### config.mk
export PLATFORM = sky130hd
export DESIGN_NAME = bcd_down_timer
export DESIGN_NICKNAME = d
export VERILOG_FILES = /design/src/rtl/bcd_down_timer.sv
export SDC_FILE = /design/constraint.sdc
export NUM_CORES = 1
export LEC_CHECK = 0
export ABC_CLOCK_PERIOD_IN_PS = 3750
export CAP_MARGIN = 20
export CORE_MARGIN = 2
export CORE_UTILIZATION = 50
export DETAILED_ROUTE_END_ITERATION = 6
export PLACE_DENSITY = 0.84
export SETUP_SLACK_MARGIN = 0.2
export SLEW_MARGIN = 20
export SYNTH_ARGS = -nofsm -noshare
export SYNTH_HDL_FRONTEND = slang
export SYNTH_SLANG_ARGS = --single-unit
### constraint.sdc
create_clock -name clk -period 3.75 [get_ports clk]
set_clock_uncertainty 0.15 [all_clocks]
set_input_delay 0.5625 -clock clk [delete_from_list [all_inputs] [get_ports clk]]
set_output_delay 0.5625 -clock clk [all_outputs]
set_load 0.02 [all_outputs]
### src/rtl/bcd_down_timer.sv
// Multi-digit BCD countdown timer with per-digit reload modulus, start/stop/pause control and done pulse.
// Optional periodic mode: define TIMER_AUTO_RELOAD_EN to reload from the last loaded value on terminal count.
module bcd_down_timer #(
    parameter int                      DIGITS    = 4,
    parameter logic [4*DIGITS-1:0]     DIGIT_MAX = 16'h9959
) (
    input  logic                  clk,
    input  logic                  rst,
    input  logic                  enabled,
    input  logic                  load,
    input  logic [4*DIGITS-1:0]   load_val,
    input  logic                  start,
    input  logic                  stop,
    output logic [4*DIGITS-1:0]   count,
    output logic                  running,
    output logic                  zero,
    output logic                  done
);

    localparam int W = 4 * DIGITS;

    typedef enum logic [1:0] {
        S_IDLE  = 2'd0,
        S_RUN   = 2'd1,
        S_PAUSE = 2'd2,
        S_DONE  = 2'd3
    } state_t;

    state_t          state, state_nxt;
    logic [W-1:0]    count_nxt;
    logic            done_nxt;
    logic [W-1:0]    load_sat;
    logic [W-1:0]    count_dec;

`ifdef TIMER_AUTO_RELOAD_EN
    logic [W-1:0]    reload, reload_nxt;
`endif

    // Clamp each incoming nibble to a legal BCD digit.
    always_comb begin
        load_sat = '0;
        for (int i = 0; i < DIGITS; i++) begin
            load_sat[4*i +: 4] = (load_val[4*i +: 4] > 4'd9) ? 4'd9 : load_val[4*i +: 4];
        end
    end

    // Borrow ripples upward: a zero digit reloads to its modulus and passes the borrow on.
    always_comb begin
        logic borrow;
        borrow    = 1'b1;
        count_dec = count;
        for (int i = 0; i < DIGITS; i++) begin
            if (borrow) begin
                if (count[4*i +: 4] == 4'd0) begin
                    count_dec[4*i +: 4] = DIGIT_MAX[4*i +: 4];
                end else begin
                    count_dec[4*i +: 4] = count[4*i +: 4] - 4'd1;
                    borrow              = 1'b0;
                end
            end
        end
    end

    always_comb begin
        state_nxt  = state;
        count_nxt  = count;
        done_nxt   = 1'b0;
`ifdef TIMER_AUTO_RELOAD_EN
        reload_nxt = reload;
`endif
        if (load) begin
            count_nxt = load_sat;
            state_nxt = S_IDLE;
`ifdef TIMER_AUTO_RELOAD_EN
            reload_nxt = load_sat;
`endif
        end else begin
            case (state)
                S_IDLE: begin
                    if (start && !zero) state_nxt = S_RUN;
                end
                S_PAUSE: begin
                    if (stop) begin
                        state_nxt = S_IDLE;
                        count_nxt = '0;
                    end else if (start && !zero) begin
                        state_nxt = S_RUN;
                    end
                end
                S_RUN: begin
                    if (stop) begin
                        state_nxt = S_PAUSE;
                    end else if (enabled && !zero) begin
                        count_nxt = count_dec;
                        if (count_dec == '0) begin
                            done_nxt  = 1'b1;
                            state_nxt = S_DONE;
`ifdef TIMER_AUTO_RELOAD_EN
                            if (reload != '0) begin
                                count_nxt = reload;
                                state_nxt = S_RUN;
                            end
`endif
                        end
                    end
                end
                S_DONE: begin
                    state_nxt = S_IDLE;
                end
                default: begin
                    state_nxt = S_IDLE;
                end
            endcase
        end
    end

    always_ff @(posedge clk) begin
        if (rst) begin
            state  <= S_IDLE;
            count  <= '0;
            done   <= 1'b0;
`ifdef TIMER_AUTO_RELOAD_EN
            reload <= '0;
`endif
        end else begin
            state  <= state_nxt;
            count  <= count_nxt;
            done   <= done_nxt;
`ifdef TIMER_AUTO_RELOAD_EN
            reload <= reload_nxt;
`endif
        end
    end

    assign running = (state == S_RUN);
    assign zero    = (count == '0);

endmodule
==> metrics.yaml <==
synthesis:
  synth_edf_count: 0
  synth_xor_area_frac: 0.006434
  synth_seq_cells: 19
  synthTopCellsByCount: "23 x nor2_1, 19 x dfxtp_1, 13 x nand2_1"
  synth_compound_area_frac: 0.3033
  synthMuxAreaShare: 0.02482
  ys_types: 53
  syn_area_um2: 1361
  synth_warnings: 0
  synthSimpleGateAreaFrac: 0.3355
  netlist.area_leader.share: 0.2794
  synthAdderAreaFrac: 0
  synthesis.nets: 200
  yosysMostFrequentCell: "nor2_1"
  yosysSeqAreaShare: 0.2794
  synth_ff_type: "dfxtp_1"
  syn_inst: 178
  synth_top_area_cell: "dfxtp_1"
  syn_avg_cell_area_um2: 7.648
  synth.area.top_cells: "dfxtp_1 28%, nor2_1 6.3%, a21oi_1 4.4%"
  synth_top_family_by_area: "simple AND/OR/NAND/NOR gates"
  async_flop_share: 0
route:
  wirelength_mm: 4.093
  drt_first_iter_violations: 68
  dr_total_vias: 1569
  route.detailed.wl_per_inst_um: 16.77
  first_pass_iters: 4
  avgViaCountPerCell: 6.430
  drc_errors: 0
  ant_nets: 0
worst_setup_path:
  arrival_ns: 2.27
  worstReg2RegStart: "count[0]$_SDFFE_PP0P_"
  cp_max_fo: 9
  timing.critical_path.required_ns: 3.04
  critPathBufInv: 1
  start_kind: "register"
  crit_chain: "nor4_4 -> nand4_2 -> nor2_1 -> clkdlybuf4s50_1"
  cp-startpoint: "count[3]$_SDFFE_PP0P_"
  crit_type: "register to output port"
  crit_family: "simple AND/OR/NAND/NOR gates"
  cp-end-kind: "output port"
  cp_slowest_cell: "clkdlybuf4s50_1"
  cpPeakStageDelay_ns: 0.61
timing:
  tightest_slew_ns: 0.7058
  period_minus_slack_ns: 2.978
  finalCritPeriodShare: 0.7941
  rsz0062_at_grt: "false"
  fin_tns_setup_ns: 0
  max_slew_margin: 0.5280
  whs_ns: 0.4113
  drv_slew: 0
  setup_violations: 0
  clock.fmax_mhz: 335.8
  hold_viol: 0
clocking:
  htreeDepth: 1
  cts_tree: "built"
  path_clk_slew_ns: 0.12
  clkSinkCount: 19
  postCtsSetupRepairBufs: 0
  clock_latency_ns: 0.32
  cts_buffers: 3
  cts_root_buffer: "clkbuf_4"
  hold_buffers: 0
  clockBufferDepth: 2
  ctsResizeCount: 0
layout:
  seq_area_um2: 380.4
  diodes: 0
  drive_above_1_share: 0.07944
  multi_input_area_um2: 912.1
  fillerInstances: 227
  syn2layout_area_growth_pct: 31.62
  nets: 237
placed_design:
  io_buffers: 40
  hpwl_mm: 2.925
  gp_congestion: 0.9116
floorplanning:
  initial_core_util: 0.5397
  die_x_um: 56.18
  core_um2: 2522
  die_area_um2: 3156
  io_pins: 41
  row_count: 18
  die_h_um: 56.18
pwr:
  powerDensity_nw_per_um2: 313.8
  ir_drop_v: 0.0002527
  fin_total_pwr_mw: 0.5623
  p_leak_nw: 0.6364
global_route:
  grt_max_degree: 23
  grt_first_pass_wirelength_mm: 6.603
  grt_usage: 0.2616
  grt_pass1_vias: 1471
  grt_overflow_total: 0
  antenna_found_initial: 0
outcome:
  status: "completed"
min_path:
  hp-start: "count[8]$_SDFFE_PP0P_"
  hold_path_class: "register to register"
flow_run:
  maxCapViolCount: 0
## power by group
part           leakage (nW)  internal, mW  switching (mW)
registers             0.156         0.214          0.0250
logic                 0.463        0.0969           0.111
clock network        0.0177        0.0400          0.0753
total                 0.636         0.351           0.211
## state kept, by name (all words and copies together) (netlist names)
name,flops
state,2
count,16
done,1
## final timing paths
check,slack (ns),cells after the start,to
max,0.77,4,zero
min,0.41,2,count[8]$_SDFFE_PP0P_
max reg2reg,1.42,5,count[9]$_SDFFE_PP0P_
min reg2reg,0.41,2,count[8]$_SDFFE_PP0P_
## per-stage QoR
step	setup WS, ns	util	std cells	cell area (µm²)
3_3_place_gp	0.9789	0.6994	240	1764
4_1_cts	0.7849	0.7103	244	1792
2_1_floorplan	1.468	-	178	1361
6_report	0.7721	0.7103	244	1792
5_1_grt	0.6568	0.7103	244	1792
3_5_place_dp	0.9130	0.6994	240	1764
## metal layers
| metal | GRT usage | part of all wire | up-vias |
|---|---|---|---|
| met2 | 0.4521 | 0.49 | 81 |
| met4 | 0.1259 | 0.017 | 0 |
| met5 | 0 | 0 | - |
| met1 | 0.3107 | 0.41 | 736 |
| li1 | - | - | 744 |
| met3 | 0.04419 | 0.081 | 8 |
## placed cells by master, fill, tap and decap left out, types with 2 or more instances in the layout
cell	count
o31ai_1	3
o21ai_1	9
and3_1	2
o21a_1	5
inv_1	2
o32ai_1	2
or3_1	2
nand2b_1	5
nor3_1	8
nand2_1	13
nand3b_1	2
dfxtp_1	19
a22oi_1	2
nor4_1	3
buf_4	3
o211ai_1	2
nor2b_1	5
nor4_4	2
nand3_1	2
clkdlybuf4s50_1	40
a21oi_1	12
clkbuf_4	3
nor2_1	23
a311oi_1	3
a221oi_1	3
a31oi_1	2
mux2_2	2
o21ai_0	10
## area by class of cell
cell class | count | area share
inverter | 3 | 0.006285
clock inverter | 1 | 0.002793
multi-input combinational | 145 | 0.5091
clock buffer | 3 | 0.01257
sequential | 19 | 0.2123
timing repair buffer | 43 | 0.2360
tap | 30 | 0.02095
## logic make-up after synthesis
family,count (synthesis)
compound gates,62
xor+xnor,1
buf+inv,14
flops,19
mux,3
simple gates,79
## worst register-to-register path: stages (launching register included)
cell,delay [ns]
dfxtp_1,0.44
or4_1,0.61
nor3b_2,0.28
mux2_1,0.35
a221oi_1,0.31
nor3_2,0.08
No activity file was read; power rests on OpenSTA's default activity.
